### src/rtl/traffic_lamp_sr_driver.sv
// traffic_lamp_sr_driver: sequences RED/GREEN/YELLOW through three external SR lamp latches
//
// Ports:
//   clk      - single clock; all state updates on its rising edge
//   reset_n  - asynchronous active-low reset
//   emg      - emergency request (ends a GREEN dwell early, freezes RED while high)
//   lamp_s   - latch set lines   (bit0 red, bit1 yellow, bit2 green)
//   lamp_r   - latch reset lines (same bit order)
//   lamp_en  - latch enable strobes; each latch captures s/r on the rising edge of its enable
//   phase    - current lamp state: 0 RED, 1 GREEN, 2 YELLOW, 3 INIT
//   cmd_busy - high during the SETUP/PULSE/HOLD cycles of a latch command
module traffic_lamp_sr_driver #(
    parameter int PULSE_CYC  = 2,
    parameter int RED_CYC    = 8,
    parameter int GREEN_CYC  = 6,
    parameter int YELLOW_CYC = 2
) (
    input  logic       clk,
    input  logic       reset_n,
    input  logic       emg,
    output logic [2:0] lamp_s,
    output logic [2:0] lamp_r,
    output logic [2:0] lamp_en,
    output logic [1:0] phase,
    output logic       cmd_busy
);

    localparam int MAX_PR  = (PULSE_CYC > RED_CYC) ? PULSE_CYC : RED_CYC;
    localparam int MAX_GY  = (GREEN_CYC > YELLOW_CYC) ? GREEN_CYC : YELLOW_CYC;
    localparam int MAX_CYC = (MAX_PR > MAX_GY) ? MAX_PR : MAX_GY;
    localparam int CW      = $clog2(MAX_CYC + 1);

    // Counters are loaded with length-1 and the phase ends on the cycle the count reads zero
    localparam logic [CW-1:0] PULSE_LD  = CW'(PULSE_CYC - 1);
    localparam logic [CW-1:0] RED_LD    = CW'(RED_CYC - 1);
    localparam logic [CW-1:0] GREEN_LD  = CW'(GREEN_CYC - 1);
    localparam logic [CW-1:0] YELLOW_LD = CW'(YELLOW_CYC - 1);

    localparam logic [1:0] PH_RED    = 2'd0;
    localparam logic [1:0] PH_GREEN  = 2'd1;
    localparam logic [1:0] PH_YELLOW = 2'd2;
    localparam logic [1:0] PH_INIT   = 2'd3;

    generate
        if (PULSE_CYC < 1) begin : g_bad_pulse
            $error("PULSE_CYC must be >= 1");
        end
        if (RED_CYC < 1) begin : g_bad_red
            $error("RED_CYC must be >= 1");
        end
        if (GREEN_CYC < 1) begin : g_bad_green
            $error("GREEN_CYC must be >= 1");
        end
        if (YELLOW_CYC < 1) begin : g_bad_yellow
            $error("YELLOW_CYC must be >= 1");
        end
    endgenerate

    typedef enum logic [2:0] {
        ST_INIT,
        ST_SETUP,
        ST_PULSE,
        ST_HOLD,
        ST_DWELL
    } state_t;

    state_t        state, state_nxt;
    logic [CW-1:0] cnt, cnt_nxt;
    logic [1:0]    cur, cur_nxt;
    logic [2:0]    on_mask, off_mask;
    logic [1:0]    tgt;
    logic [CW-1:0] dwell_ld;

    // The command, its destination and the destination dwell length all follow from the
    // lamp state being left; cur stays constant for the whole command, so s/r cannot move
    // while an enable is high.
    always_comb begin
        on_mask  = (cur == PH_RED)   ? 3'b100 :
                   (cur == PH_GREEN) ? 3'b010 : 3'b001;
        off_mask = (cur == PH_RED)    ? 3'b001 :
                   (cur == PH_GREEN)  ? 3'b100 :
                   (cur == PH_YELLOW) ? 3'b010 : 3'b110;
        tgt      = (cur == PH_RED)   ? PH_GREEN :
                   (cur == PH_GREEN) ? PH_YELLOW : PH_RED;
        dwell_ld = (tgt == PH_RED)   ? RED_LD :
                   (tgt == PH_GREEN) ? GREEN_LD : YELLOW_LD;
    end

    always_ff @(posedge clk or negedge reset_n) begin
        if (!reset_n) begin
            state <= ST_INIT;
            cnt   <= '0;
            cur   <= PH_INIT;
        end else begin
            state <= state_nxt;
            cnt   <= cnt_nxt;
            cur   <= cur_nxt;
        end
    end

    always_comb begin
        state_nxt = state;
        cnt_nxt   = cnt;
        cur_nxt   = cur;
        case (state)
            ST_INIT: state_nxt = ST_SETUP;
            ST_SETUP: begin
                state_nxt = ST_PULSE;
                cnt_nxt   = PULSE_LD;
            end
            ST_PULSE: begin
                if (cnt == '0) state_nxt = ST_HOLD;
                else cnt_nxt = cnt - 1'b1;
            end
            ST_HOLD: begin
                state_nxt = ST_DWELL;
                cur_nxt   = tgt;
                cnt_nxt   = dwell_ld;
            end
            ST_DWELL: begin
                // GREEN yields to emergency via YELLOW; RED is held by reloading its count
                if (cur == PH_GREEN && emg) state_nxt = ST_SETUP;
                else if (cur == PH_RED && emg) cnt_nxt = RED_LD;
                else if (cnt == '0) state_nxt = ST_SETUP;
                else cnt_nxt = cnt - 1'b1;
            end
            default: state_nxt = ST_INIT;
        endcase
    end

    always_comb begin
        cmd_busy = (state == ST_SETUP) || (state == ST_PULSE) || (state == ST_HOLD);
        lamp_s   = cmd_busy ? on_mask : 3'b000;
        lamp_r   = cmd_busy ? off_mask : 3'b000;
        lamp_en  = (state == ST_PULSE) ? (on_mask | off_mask) : 3'b000;
        phase    = cur;
    end

endmodule

### config.mk
export PLATFORM = sky130hd
export DESIGN_NAME = traffic_lamp_sr_driver
export DESIGN_NICKNAME = d
export VERILOG_FILES = /design/src/rtl/traffic_lamp_sr_driver.sv
export SDC_FILE = /design/constraint.sdc
export NUM_CORES = 1
export LEC_CHECK = 0
export CORE_UTILIZATION = 47
export CTS_CLUSTER_DIAMETER = 40
export DETAILED_ROUTE_END_ITERATION = 10
export HOLD_SLACK_MARGIN = 0.08
export PLACE_DENSITY_LB_ADDON = 0.25
export SETUP_SLACK_MARGIN = 0.2
export SLEW_MARGIN = 20
export SYNTH_ARGS = -nofsm -noshare
export SYNTH_HDL_FRONTEND = slang
export SYNTH_SLANG_ARGS = --single-unit
### constraint.sdc
create_clock -name clk -period 1.8 [get_ports clk]
set_input_delay 0.36 -clock clk [delete_from_list [all_inputs] [get_ports clk]]
set_output_delay 0.36 -clock clk [all_outputs]
set_load 0.1 [all_outputs]
==> results of run 1 <==
==> stage by stage <==
stage	utilization	setup slack [ns]	area, um2	TNS (ns)
2_1_floorplan	-	-0.5028	723.2	-1.535
3_3_place_gp	0.7500	0.09184	975.9	0
3_5_place_dp	0.7500	0.02438	975.9	0
4_1_cts	0.9135	-0.04222	1189	-0.06302
==> kinds of logic after synthesis <==
| logic type | after synthesis | share of synthesized area |
|---|---|---|
| compound gates | 15 | 0.1600 |
| buf+inv | 8 | 0.08571 |
| xor+xnor | 2 | 0.02667 |
| mux | 3 | 0.04952 |
| flops | 9 | 0.3467 |
| fa+ha+maj | 1 | 0.01904 |
| simple gates | 35 | 0.3124 |
==> timing repair <==
| action | in CTS |
|---|---|
| buffers inserted | 14 |
| gates resized for setup | 21 |
| setup endpoints to repair | 13 |
| pin swaps | 10 |
| hold buffers | 0 |
==> impl_table.tex, run 1 <==
\begin{tabular}{lr}
\hline
Metric & Value \\
\hline
\multicolumn{2}{l}{\textbf{Placed design}} \\
GPL Wtd Cong & 0.7465 \\
Placed cells & 100 \\
Sum of net half-perimeters after detailed placement & 1306 um \\
Buffers on Ports & 14 \\
\multicolumn{2}{l}{\textbf{Yosys}} \\
Top cell type by total area after synthesis & dfrtp\_1 \\
Cell with the most instances after synthesis & nor2\_1 \\
Most instantiated flip-flop cell in the synthesis netlist & dfrtp\_1 \\
Total number of yosys warnings & 0 \\
Post-synthesis net count & 77 \\
Portion of the post-synthesis area used by sequential elements & 0.3467 \\
Share of the synthesized area in the top cell type & 0.2667 \\
Ys async rst share & 1.000 \\
Most instantiated cells after synthesis & nor2\_1, dfrtp\_1, nand2\_1 \\
Gate count of the mapped netlist & 73 \\
Ranking of synthesized cells by area & dfrtp\_1, dfstp\_2, nor2\_1 \\
Synth unique cells & 36 \\
Count of flip-flops with a built-in enable after synthesis & 0 \\
Mean cell area of the mapped netlist & 8.998 um2 \\
Total standard cell area after synthesis & 656.9 um2 \\
Synthesized flop and latch total & 9 \\
\multicolumn{2}{l}{\textbf{GRT}} \\
Pin count of the biggest net entering global routing & 11 \\
Antenna violations before repair & 0 \\
\multicolumn{2}{l}{\textbf{Clock tree}} \\
Number of clock buffers inserted by TritonCTS & 3 \\
Root cell of the clock tree & clkbuf\_4 \\
Maximum level of the CTS H-tree & 1 \\
Clock Tree Buf Depth & 2 \\
Number of clock sinks & 9 \\
\multicolumn{2}{l}{\textbf{Timing}} \\
Worst-slack endpoint at the end of global-route timing repair & lamp\_en[2] \\
Worst endpoint type & primary output \\
\multicolumn{2}{l}{\textbf{Floorplanning}} \\
Effective utilization at floorplan & 0.5048 \\
Count of pins on the block boundary & 15 \\
Number of core rows & 13 \\
Chip Height & 39.39 um \\
Die W & 39.39 um \\
\multicolumn{2}{l}{\textbf{Run status}} \\
Stopping stage & global routing (5\_1\_grt) \\
Error message & [ERROR DPL-0033] detailed placement checks failed during check placement. \\
Run status & aborted with a tool error \\
\hline
\end{tabular}
==> run 2, diff against run 1 <==
CORE_AREA = 2 2 63 65   (was unset)
CORE_UTILIZATION = unset   (was 47)
CTS_CLUSTER_DIAMETER = unset   (was 40)
DIE_AREA = 0 0 65 67   (was unset)
HOLD_SLACK_MARGIN = unset   (was 0.08)
PLACE_DENSITY_LB_ADDON = 0.15   (was 0.25)
SETUP_SLACK_MARGIN = unset   (was 0.2)
==> run 2 against run 1 <==
The flow now finishes, with violations (setup timing). Synthesized area unchanged. Synthesized cell count did not move.
==> impl_table.tex, run 2 <==
\begin{tabular}{lr}
\hline
Metric & Value \\
\hline
\multicolumn{2}{l}{\textbf{Placed design}} \\
Buffers on Ports & 14 \\
Sum of net half-perimeters after detailed placement & 1334 um \\
GPL Wtd Cong & 0.7879 \\
\multicolumn{2}{l}{\textbf{Final layout}} \\
Register ranked first by flip-flop count & cnt \\
Final layout net count & 101 \\
Number of fillers in the final layout & 374 \\
Fraction of final layout cells with drive strength greater than 1 & 0.5000 \\
Most frequent standard cell in the layout excluding fill and tap cells & buf\_12 \\
Storage element area & 235.2 um2 \\
Total area of multi-input combinational cells & 449.2 um2 \\
Post-layout utilization of the core & 0.3151 \\
Antenna diode count & 0 \\
Flip-flop count of the largest register, all copies and words added & 4 \\
Most frequent cells in the layout & buf\_12, buf\_4, dfrtp\_1, nand2\_1, nor2\_1 \\
Synthesis-to-finish area growth & 72.95\% \\
\multicolumn{2}{l}{\textbf{Yosys}} \\
Most instantiated flip-flop cell in the synthesis netlist & dfrtp\_1 \\
Portion of the post-synthesis area used by sequential elements & 0.3467 \\
Ys async rst share & 1.000 \\
Top cell type by total area after synthesis & dfrtp\_1 \\
Total standard cell area after synthesis & 656.9 um2 \\
Count of flip-flops with a built-in enable after synthesis & 0 \\
Synth unique cells & 36 \\
Gate count of the mapped netlist & 73 \\
Mean cell area of the mapped netlist & 8.998 um2 \\
Post-synthesis net count & 77 \\
Most instantiated cells after synthesis & nor2\_1, dfrtp\_1, nand2\_1 \\
Ranking of synthesized cells by area & dfrtp\_1, dfstp\_2, nor2\_1 \\
Total number of yosys warnings & 0 \\
Share of the synthesized area in the top cell type & 0.2667 \\
Synthesized flop and latch total & 9 \\
Cell with the most instances after synthesis & nor2\_1 \\
\multicolumn{2}{l}{\textbf{Job}} \\
Max Cap Viol & 0 \\
\multicolumn{2}{l}{\textbf{Timing}} \\
Worst rel slew slack & 0.6927 \\
Fin crit share & 1.004 \\
RSZ-0062 raised after global routing & yes \\
Final worst clock skew & 0.001425 ns \\
Worst hold margin & 0.4511 ns \\
Final critical delay including setup and external delays & 1.808 ns \\
Hold Violations, Final & 0 \\
Timing-limited maximum frequency & 553.2 MHz \\
Slew @ Worst Pin & 0.4595 ns \\
Total of endpoints with negative setup slack in the final report & 1 \\
Number of max-slew violations in the final report & 0 \\
Smallest setup slack after layout & -0.007660 ns \\
\multicolumn{2}{l}{\textbf{Run status}} \\
Failing checks & setup timing \\
Run status & finished with violations \\
\multicolumn{2}{l}{\textbf{Drt}} \\
DRC errors left & 0 \\
Average wire length per cell after detail routing & 12.03 um \\
Vias per cell & 4.208 \\
Routed vias & 606 \\
Drt pass-1 iters & 4 \\
Total wirelength of the detailed-routed design & 1732 um \\
Routed Antenna Nets & 0 \\
Iter 0 DRT Violations & 6 \\
\multicolumn{2}{l}{\textbf{Floorplanning}} \\
Effective utilization at floorplan & 0.1822 \\
Full die area & 0.004355 mm2 \\
Count of pins on the block boundary & 15 \\
Die W & 65 um \\
Chip Height & 67 um \\
Core area & 0.003606 mm2 \\
Number of core rows & 22 \\
\multicolumn{2}{l}{\textbf{GRT}} \\
Via count of the first global-routing pass & 582 \\
Overflow left after global routing & 0 \\
Pin count of the biggest net entering global routing & 11 \\
Antenna violations before repair & 0 \\
Total routing usage reported by global routing & 0.08613 \\
First-pass GRT wire length & 2829 um \\
\multicolumn{2}{l}{\textbf{Clock tree}} \\
Worst-Skew Late Latency & 0.23 ns \\
Number of buffers added to fix hold violations after cts & 0 \\
Number of clock buffers inserted by TritonCTS & 3 \\
Clock Tree Buf Depth & 2 \\
Maximum level of the CTS H-tree & 1 \\
Number of clock sinks & 9 \\
Clock tree from TritonCTS & built \\
Root cell of the clock tree & clkbuf\_8 \\
CTS clock-pin slew for the worst setup and hold paths & 0.05 ns \\
\multicolumn{2}{l}{\textbf{Setup path}} \\
Crit Path Category & reg2out \\
CP startpoint & state[0]\$\_DFFE\_PN0P\_ \\
Slack of the worst reg-to-reg path & 0.05 ns \\
Worst r2r src & state[2]\$\_DFFE\_PN0P\_ \\
Worst Setup Start Kind & register \\
Required time of the critical path & 1.44 ns \\
CP Max Fanout & 4 \\
Crit end category & output port \\
Worst Reg2Reg Path Length in Cells & 7 \\
Endpoint of the most critical register-to-register path & cnt[1]\$\_DFFE\_PN0P\_ \\
CP arrival & 1.45 ns \\
\multicolumn{2}{l}{\textbf{Hold path}} \\
Class of the tightest hold or removal check & in2async \\
\hline
\end{tabular}
run 2: cell type report:
| class | instances | share of cell area |
|---|---|---|
| Clock buffer | 4 | 0.03965 |
| Inverter | 3 | 0.009912 |
| Tap cell | 48 | 0.05286 |
| Timing Repair Buffer | 24 | 0.2952 |
| Sequential cell | 9 | 0.2070 |
| Multi-Input combinational cell | 56 | 0.3954 |
run 2: metal layers:
layer | routed length, um | global-route usage
met1 | 860 | 0.1141
met2 | 779 | 0.1263
met3 | 78 | 0.02196
met4 | 14 | 0.04787
met5 | 0 | 0
run 2: logic make-up (layout without fill, tap and decap cells):
family,after synthesis,count (layout),share of synthesized area
buffers and inverters,8,31,0.08571
adders and majority gates,1,1,0.01904
AOI/OAI and AO/OA,15,15,0.1600
and+or+nand+nor,35,35,0.3124
muxes,3,3,0.04952
xor gates and xnor gates,2,2,0.02667
DFF,9,9,0.3467
run 2: how the worst max path moves through the flow:
stage	cells past startpoint	endpoint
final	3	lamp_en[2]
after global routing	3	lamp_en[2]
after CTS	3	lamp_en[2]
after detailed placement	6	cnt[1]$_DFFE_PN0P_
after global placement	7	cnt[1]$_DFFE_PN0P_
after floorplan	4	lamp_s[1]
run 2: per-stage QoR:
| step | instance area (um2) | worst slack, ns | instances | TNS [ns] |
|---|---|---|---|---|
| CTS | 1097 | -0.02116 | 141 | -0.02267 |
| detailed placement | 1032 | 0.05785 | 135 | 0 |
| finish | 1136 | -0.007660 | 144 | -0.007660 |
| global placement | 1032 | 0.07011 | 135 | 0 |
| global route | 1136 | -0.04144 | 144 | -0.1244 |
| floorplan | 723.2 | -0.5028 | 73 | -1.535 |
run 2: worst max-delay path: stages, from the launching register on:
cell     delay, ns
dfrtp_1       0.40
or3b_4        0.47
a21oi_4       0.16
buf_12        0.19
run 2: what timing repair did:
action                     CTS  global route
setup endpoints to repair    6             7
cloned                       0             0
resized for setup            1             5
buffers inserted             2             3
pin swaps                    0             2
Power of run 2 is left out: the tool's default activity adds up to more than one toggle a clock period on the data nets, which glitch-free logic cannot reach.
